$ cat src/rtl/morse_pkg.sv
// Shared types and Morse timing constants for the straight-key front end.
package morse_pkg;

    typedef enum logic [1:0] {
        IDLE = 2'd0,
        MARK = 2'd1,
        GAP  = 2'd2
    } state_t;

    localparam int UNIT_CNT_W = 3;

    localparam logic [UNIT_CNT_W-1:0] DASH_UNITS = 3'd2;
    localparam logic [UNIT_CNT_W-1:0] CHAR_UNITS = 3'd2;
    localparam logic [UNIT_CNT_W-1:0] WORD_UNITS = 3'd5;
    localparam logic [UNIT_CNT_W-1:0] UNIT_MAX   = 3'd7;

endpackage

$ cat src/rtl/morse_debounce.sv
// Two-flop synchroniser followed by a consecutive-sample debouncer.
// key_db follows the synced key only after DEB_CYCLES agreeing samples.
module morse_debounce #(
    parameter int DEB_CYCLES = 8
) (
    input  logic clk,
    input  logic rst,
    input  logic key_in,
    output logic key_db
);

    localparam int CNT_W = (DEB_CYCLES > 1) ? $clog2(DEB_CYCLES) : 1;
    localparam logic [CNT_W-1:0] CNT_LAST = CNT_W'(DEB_CYCLES - 1);

    logic             sync_p0;
    logic             sync_p1;
    logic [CNT_W-1:0] cnt;

    always_ff @(posedge clk) begin
        if (rst) begin
            sync_p0 <= 1'b0;
            sync_p1 <= 1'b0;
            cnt     <= '0;
            key_db  <= 1'b0;
        end else begin
            sync_p0 <= key_in;
            // Stage boundary: synchronised level into the debounce counter.
            sync_p1 <= sync_p0;
            if (sync_p1 != key_db) begin
                if (cnt == CNT_LAST) begin
                    key_db <= sync_p1;
                    cnt    <= '0;
                end else begin
                    cnt <= cnt + CNT_W'(1);
                end
            end else begin
                cnt <= '0;
            end
        end
    end

endmodule

$ cat src/rtl/morse_keyer_timing.sv
// Straight-key front end: debounces the key, times marks and gaps in Morse
// units and emits one-cycle dot / dash / char_space / word_space strobes.
module morse_keyer_timing
    import morse_pkg::*;
#(
    parameter int DEB_CYCLES  = 8,
    parameter int UNIT_CYCLES = 100
) (
    input  logic clk,
    input  logic rst,
    input  logic key_in,
    output logic dot_out,
    output logic dash_out,
    output logic char_space_out,
    output logic word_space_out,
    output logic key_db
);

    localparam int PRE_W = $clog2(UNIT_CYCLES);
    localparam logic [PRE_W-1:0] PRE_LAST = PRE_W'(UNIT_CYCLES - 1);

    function automatic logic [UNIT_CNT_W-1:0] sat_inc(input logic [UNIT_CNT_W-1:0] v);
        return (v == UNIT_MAX) ? v : v + UNIT_CNT_W'(1);
    endfunction

    state_t                state;
    state_t                state_nxt;
    logic                  key_db_d;
    logic                  key_edge;
    logic [PRE_W-1:0]      pre;
    logic [PRE_W-1:0]      pre_eff;
    logic [PRE_W-1:0]      pre_nxt;
    logic [UNIT_CNT_W-1:0] units;
    logic [UNIT_CNT_W-1:0] units_eff;
    logic [UNIT_CNT_W-1:0] units_nxt;
    logic                  tick;
    logic                  char_hit;
    logic                  word_hit;
    logic                  dot_nxt;
    logic                  dash_nxt;
    logic                  char_nxt;
    logic                  word_nxt;

    morse_debounce #(
        .DEB_CYCLES(DEB_CYCLES)
    ) u_debounce (
        .clk   (clk),
        .rst   (rst),
        .key_in(key_in),
        .key_db(key_db)
    );

    // The edge cycle itself counts as prescaler 0, so in any cycle the unit
    // register equals floor(cycles since the edge / UNIT_CYCLES).
    always_comb begin
        key_edge  = key_db ^ key_db_d;
        pre_eff   = key_edge ? '0 : pre;
        units_eff = key_edge ? '0 : units;
        tick      = (pre_eff == PRE_LAST);
        pre_nxt   = tick ? '0 : pre_eff + PRE_W'(1);
        units_nxt = tick ? sat_inc(units_eff) : units_eff;
        char_hit  = tick && (units_nxt == CHAR_UNITS);
        word_hit  = tick && (units_nxt == WORD_UNITS);
    end

    always_ff @(posedge clk) begin
        if (rst) begin
            key_db_d <= 1'b0;
            pre      <= '0;
            units    <= '0;
        end else begin
            key_db_d <= key_db;
            pre      <= pre_nxt;
            units    <= units_nxt;
        end
    end

    // Mark length is classified from the pre-clear unit count in the fall cycle.
    always_comb begin
        state_nxt = state;
        dot_nxt   = 1'b0;
        dash_nxt  = 1'b0;
        char_nxt  = 1'b0;
        word_nxt  = 1'b0;
        case (state)
            IDLE: begin
                if (key_db) state_nxt = MARK;
            end
            MARK: begin
                if (!key_db) begin
                    state_nxt = GAP;
                    if (units >= DASH_UNITS) dash_nxt = 1'b1;
                    else                     dot_nxt  = 1'b1;
                end
            end
            GAP: begin
                if (key_db) begin
                    state_nxt = MARK;
                end else if (word_hit) begin
                    word_nxt  = 1'b1;
                    state_nxt = IDLE;
                end else if (char_hit) begin
                    char_nxt = 1'b1;
                end
            end
            default: state_nxt = IDLE;
        endcase
    end

    always_ff @(posedge clk) begin
        if (rst) begin
            state          <= IDLE;
            dot_out        <= 1'b0;
            dash_out       <= 1'b0;
            char_space_out <= 1'b0;
            word_space_out <= 1'b0;
        end else begin
            state          <= state_nxt;
            dot_out        <= dot_nxt;
            dash_out       <= dash_nxt;
            char_space_out <= char_nxt;
            word_space_out <= word_nxt;
        end
    end

endmodule

$ cat config.mk
export PLATFORM = sky130hd
export DESIGN_NAME = morse_keyer_timing
export DESIGN_NICKNAME = d
export VERILOG_FILES = /design/src/rtl/morse_pkg.sv /design/src/rtl/morse_debounce.sv /design/src/rtl/morse_keyer_timing.sv
export SDC_FILE = /design/constraint.sdc
export NUM_CORES = 1
export LEC_CHECK = 0
export ABC_AREA = 1
export CAP_MARGIN = 20
export CORE_MARGIN = 2
export CORE_UTILIZATION = 55
export DETAILED_ROUTE_END_ITERATION = 8
export GPL_TIMING_DRIVEN = 0
export PLACE_DENSITY_LB_ADDON = 0.08
export SLEW_MARGIN = 20
export SYNTH_ARGS = -nofsm -noshare
export SYNTH_HDL_FRONTEND = slang
export SYNTH_HIERARCHICAL = 1
export SYNTH_SLANG_ARGS = --single-unit
$ cat constraint.sdc
create_clock -name clk -period 1.82 [get_ports clk]
set_input_delay 0.273 -clock clk [delete_from_list [all_inputs] [get_ports clk]]
set_output_delay 0.273 -clock clk [all_outputs]
set_load 0.005 [all_outputs]
==> results of run 1 <==
[worst register-to-register path: cells and delay by family, from the launching register on]
family / cells / cell delay [ns]
simple gates: 8 / 0.86
buf+inv: 1 / 0.08
fa+ha+maj: 1 / 0.21
flops: 1 / 0.41
[metal layers]
metal / GRT usage, % / part of all wire [%] / vias to the layer above
li1: - / - / 454
met3: 3.02 / 4.0 / 2
met1: 23.9 / 44 / 381
met4: 8.11 / 0.73 / 0
met5: 0 / 0 / -
met2: 29.9 / 52 / 15
[state kept, by name, summed over array words and instances, names as in the netlist, 2 cells and up]
signal          flops
state               2
pre                 7
u_debounce/cnt      3
units               3
[cells in the final DEF, fill, tap and decap left out]
| cell | n |
|---|---|
| sky130_fd_sc_hd__ha_2 | 1 |
| sky130_fd_sc_hd__nand3_1 | 9 |
| sky130_fd_sc_hd__o22ai_1 | 1 |
| sky130_fd_sc_hd__ha_1 | 2 |
| sky130_fd_sc_hd__dfxtp_1 | 21 |
| sky130_fd_sc_hd__inv_1 | 22 |
| sky130_fd_sc_hd__clkbuf_4 | 3 |
| sky130_fd_sc_hd__clkdlybuf4s50_1 | 7 |
| sky130_fd_sc_hd__nand3_2 | 3 |
| sky130_fd_sc_hd__nor2_4 | 4 |
| sky130_fd_sc_hd__nand2_4 | 1 |
| sky130_fd_sc_hd__a21oi_1 | 6 |
| sky130_fd_sc_hd__clkbuf_1 | 1 |
| sky130_fd_sc_hd__nand3b_1 | 2 |
| sky130_fd_sc_hd__nand2_1 | 23 |
| sky130_fd_sc_hd__nand2_2 | 3 |
| sky130_fd_sc_hd__dfxtp_4 | 1 |
| sky130_fd_sc_hd__nor3_1 | 3 |
| sky130_fd_sc_hd__nor2_1 | 19 |
| sky130_fd_sc_hd__o21ai_0 | 2 |
| sky130_fd_sc_hd__buf_4 | 1 |
| sky130_fd_sc_hd__inv_2 | 3 |
| sky130_fd_sc_hd__nor3b_2 | 2 |
| sky130_fd_sc_hd__nand4_1 | 1 |
| sky130_fd_sc_hd__a21boi_0 | 1 |
| sky130_fd_sc_hd__or2_2 | 1 |
| sky130_fd_sc_hd__dfxtp_2 | 1 |
| sky130_fd_sc_hd__nand2_8 | 1 |
| sky130_fd_sc_hd__nor2_2 | 5 |
[how the worst min path moves through the flow]
stage,endpoint,startpoint
final,u_debounce/sync_p1,u_debounce/sync_p0
after detailed placement,u_debounce/sync_p1,u_debounce/sync_p0
after CTS,u_debounce/cnt[0],u_debounce/cnt[0]
after floorplan,units[0],rst
after global routing,u_debounce/sync_p1,u_debounce/sync_p0
after global placement,u_debounce/sync_p1,u_debounce/sync_p0
[power groups by stage]
stage,clock network [mW],registers [mW],logic (mW)
finish,0.225,0.515,0.0424
CTS,0.241,0.515,0.0381
global placement,0,0.528,0.0363
detailed placement,0,0.528,0.0383
global route,0.254,0.516,0.0498
floorplan,0,0.527,0.0263
[cell families (layout without fill, tap and decap cells)]
kind of cell / after synthesis / count (layout) / share of synthesized area, %
flops: 23 / 23 / 43.8
fa+ha+maj: 3 / 3 / 3.57
buf+inv: 25 / 37 / 8.93
compound gates: 10 / 10 / 5.12
simple gates: 77 / 77 / 38.6
[cell type report]
| cell class | count | area share [%] |
|---|---|---|
| Multi-Input combinational cell | 90 | 42.8 |
| Timing Repair Buffer | 8 | 6.39 |
| Sequential cell | 23 | 38.3 |
| Inverter | 25 | 7.72 |
| Tap cell | 25 | 2.57 |
| Clock buffer | 4 | 2.16 |
[stage by stage]
step	instance area [um^2]	power, mW	instances
CTS	1180	0.795	174
finish	1210	0.783	175
global route	1210	0.820	175
detailed placement	1150	0.566	170
global placement	1150	0.564	170
floorplan	1050	0.553	138
[repair_timing]
action                                  4_1_cts  5_1_grt
endpoints found under the setup margin       11       11
endpoints found under the hold margin         0        0
pin swaps                                     0        1
buffers inserted                              0        1
gates resized for setup                       2        8
==> impl_metrics.prom, run 1 <==
# TYPE chip_impl_metric gauge
chip_impl_info{name="post-synth-top-count-cell",value="sky130_fd_sc_hd__nand2_1"} 1
chip_impl_info{name="worstReg2RegStart",value="u_debounce/key_db"} 1
chip_impl_metric{name="unique_cell_type_count_in_the_yosys_netlist",unit=""} 21
chip_impl_metric{name="power.combinational.fraction",unit="%"} 5.4
chip_impl_info{name="path_delay_family",value="simple AND/OR/NAND/NOR gates"} 1
chip_impl_metric{name="detail_route.wirelength",unit="um"} 1790
chip_impl_metric{name="drtIter0Drc",unit=""} 11
chip_impl_metric{name="post_synth_instance_area",unit="um^2"} 1050
chip_impl_metric{name="critPathArrivalTime",unit="ns"} 1.85
chip_impl_metric{name="power_per_cell_area",unit="nW/um^2"} 644
chip_impl_metric{name="maxSlewHeadroom",unit="%"} 78.4
chip_impl_metric{name="clk_transition_reported_paths",unit="ns"} 0.12
chip_impl_metric{name="static-leakage-power",unit="nW"} 0.473
chip_impl_info{name="cts_tree",value="built"} 1
chip_impl_metric{name="dieHeight",unit="um"} 47.7
chip_impl_metric{name="clock-sinks",unit=""} 23
chip_impl_metric{name="numPortBuffers",unit=""} 7
chip_impl_metric{name="fillers",unit=""} 160
chip_impl_metric{name="finalNetCount",unit=""} 157
chip_impl_metric{name="post-route-drc-count",unit=""} 0
chip_impl_metric{name="synth_seq_area_share",unit="%"} 43.8
chip_impl_metric{name="multi_input_comb_area",unit="um^2"} 520
chip_impl_metric{name="synth.yosys.warnings",unit=""} 6
chip_impl_info{name="worst_hold_path_class",value="reg -> reg"} 1
chip_impl_metric{name="grt_pass1_wl",unit="um"} 2930
chip_impl_metric{name="fp.coreArea",unit="um^2"} 1760
chip_impl_metric{name="cpPeakStageDelay",unit="ns"} 0.41
chip_impl_metric{name="floorplan.die.width",unit="um"} 47.7
chip_impl_info{name="critical_path.endpoint_type",value="flip-flop"} 1
chip_impl_metric{name="finalSetupViolCount",unit=""} 0
chip_impl_info{name="startpoint_type",value="flip-flop"} 1
chip_impl_metric{name="antenna_violating_nets_post_route",unit=""} 0
chip_impl_info{name="critical_path.endpoint",value="state[1]"} 1
chip_impl_metric{name="synthesis.area_per_instance",unit="um^2"} 7.62
chip_impl_metric{name="cts_buffers",unit=""} 3
chip_impl_metric{name="reg2reg_setup_slack",unit="ns"} 0.17
chip_impl_metric{name="placement_rows",unit=""} 15
chip_impl_metric{name="grt_max_degree",unit=""} 13
chip_impl_metric{name="path_depth",unit=""} 10
chip_impl_info{name="synth_flop_cell",value="sky130_fd_sc_hd__dfxtp_1"} 1
chip_impl_metric{name="clk_latency",unit="ns"} 0.30
chip_impl_metric{name="antenna_found_initial",unit=""} 0
chip_impl_info{name="startpoint",value="u_debounce/key_db"} 1
chip_impl_metric{name="place_worst_setup_slack",unit="ns"} -0.0849
chip_impl_info{name="crit_path_top_delay_cell",value="sky130_fd_sc_hd__dfxtp_4"} 1
chip_impl_metric{name="grt_usage",unit="%"} 18.4
chip_impl_metric{name="intPower",unit="mW"} 0.614
chip_impl_metric{name="tightestPinTransition",unit="ns"} 0.324
chip_impl_metric{name="cts_hold_repair.buffers",unit=""} 0
chip_impl_metric{name="grt_overflow_total",unit=""} 0
chip_impl_info{name="ys_top_cells_by_count",value="sky130_fd_sc_hd__nand2_1 (24), sky130_fd_sc_hd__dfxtp_1 (23), sky130_fd_sc_hd__inv_1 (23)"} 1
chip_impl_metric{name="drive_above_1_share",unit="%"} 20.0
chip_impl_metric{name="detailed_placement_wirelength_estimate",unit="um"} 1370
chip_impl_metric{name="detail_route.wl_per_cell",unit="um"} 10.2
chip_impl_metric{name="synth.top_cell.area_share",unit="%"} 43.8
chip_impl_metric{name="timing.final.hold_violations",unit=""} 0
chip_impl_metric{name="design.portCount",unit=""} 8
chip_impl_metric{name="sw_frac_of_total",unit="%"} 21.6
chip_impl_info{name="worstReg2RegEnd",value="state[1]"} 1
chip_impl_metric{name="post_layout_util",unit="%"} 68.9
chip_impl_metric{name="ys_seq_elements",unit=""} 23
chip_impl_metric{name="maxClockFrequency",unit="MHz"} 606
chip_impl_info{name="post_synth_main_area_contributors",value="sky130_fd_sc_hd__dfxtp_1 (44%), sky130_fd_sc_hd__nand2_1 (8.6%), sky130_fd_sc_hd__inv_1 (8.2%)"} 1
chip_impl_metric{name="area_delta_synth_final",unit="%"} 15.6
chip_impl_metric{name="async_flop_share",unit="%"} 0
chip_impl_metric{name="slew_violations",unit=""} 0
chip_impl_metric{name="reg2regPathDepth",unit=""} 10
chip_impl_metric{name="vias",unit=""} 852
chip_impl_metric{name="detailedRoute.firstPassIterationCount",unit=""} 4
chip_impl_metric{name="gp_congestion",unit=""} 0.827
chip_impl_metric{name="power.sequential.fraction",unit="%"} 65.8
chip_impl_metric{name="max_cap_viol_count",unit=""} 0
chip_impl_info{name="crit_path_cell_trace",value="inv_2 > nand2_4 > nand2_8 > nor2_4 > ha_2 > nand2_2 > nor2_2 > nand4_1 > nand3b_1 > nand2_1"} 1
chip_impl_metric{name="num_antenna_cells",unit=""} 0
chip_impl_metric{name="fin_crit_sh",unit="%"} 90.6
chip_impl_info{name="run_status",value="finished clean"} 1
chip_impl_info{name="cell_accounting_for_the_most_synthesized_area",value="sky130_fd_sc_hd__dfxtp_1"} 1
chip_impl_metric{name="synth_enable_flop_cells",unit=""} 0
chip_impl_metric{name="post-route-min-period",unit="ns"} 1.65
chip_impl_metric{name="final.hold.worst_slack",unit="ns"} 0.430
chip_impl_metric{name="setup_ws",unit="ns"} 0.171
chip_impl_metric{name="ir_drop",unit="mV"} 0.576
chip_impl_metric{name="seqCellArea",unit="um^2"} 465
chip_impl_info{name="timing.setup.critical_path_class",value="reg -> reg"} 1
chip_impl_metric{name="final.setup_skew",unit="ns"} 0.00435
chip_impl_info{name="setup_repair_after_global_routing_missed_its_margin",value="no"} 1
chip_impl_metric{name="post_synthesis_instance_total",unit=""} 138
chip_impl_metric{name="synth_fp_nets",unit=""} 144
chip_impl_metric{name="drt-vias-per-instance",unit=""} 4.87
chip_impl_metric{name="tns",unit="ns"} 0
chip_impl_metric{name="p_switching",unit="mW"} 0.169
chip_impl_metric{name="ctsLongestPathBuffers",unit=""} 2
chip_impl_metric{name="floorplan.die_area",unit="um^2"} 2280
chip_impl_metric{name="h-tree-depth",unit=""} 1
chip_impl_metric{name="required",unit="ns"} 2.02
chip_impl_metric{name="timing.critical_path.fanout_max",unit=""} 10
chip_impl_metric{name="starting_utilization_of_the_core_area",unit="%"} 59.6
chip_impl_metric{name="vias_in_the_first_global_route",unit=""} 740
chip_impl_info{name="cts-root-buf",value="sky130_fd_sc_hd__clkbuf_4"} 1
chip_impl_metric{name="timing.critical_path.buf_inv",unit=""} 1
chip_impl_metric{name="p_clk_share",unit="%"} 28.8
chip_impl_metric{name="timing.hold.worst_path_depth",unit=""} 2
Power figures use the tool's default switching activity.
==> run 2, diff against run 1 <==
- CAP_MARGIN: 20 -> 30
- CTS_CLUSTER_DIAMETER: default -> 120
==> results of run 2 <==
No change in the layout: final DEF, timing and power equal those of run 1.
==> run 3, diff against run 2 <==
==> constraint.sdc (replaced) <==
create_clock -name clk -period 1.82 [get_ports clk]
set_input_delay 0.273 -clock clk [delete_from_list [all_inputs] [get_ports clk]]
set_output_delay 0.273 -clock clk [all_outputs]
set_load 0.01 [all_outputs]
==> results of run 3 <==
No change in the layout: final DEF, timing and power equal those of run 1.
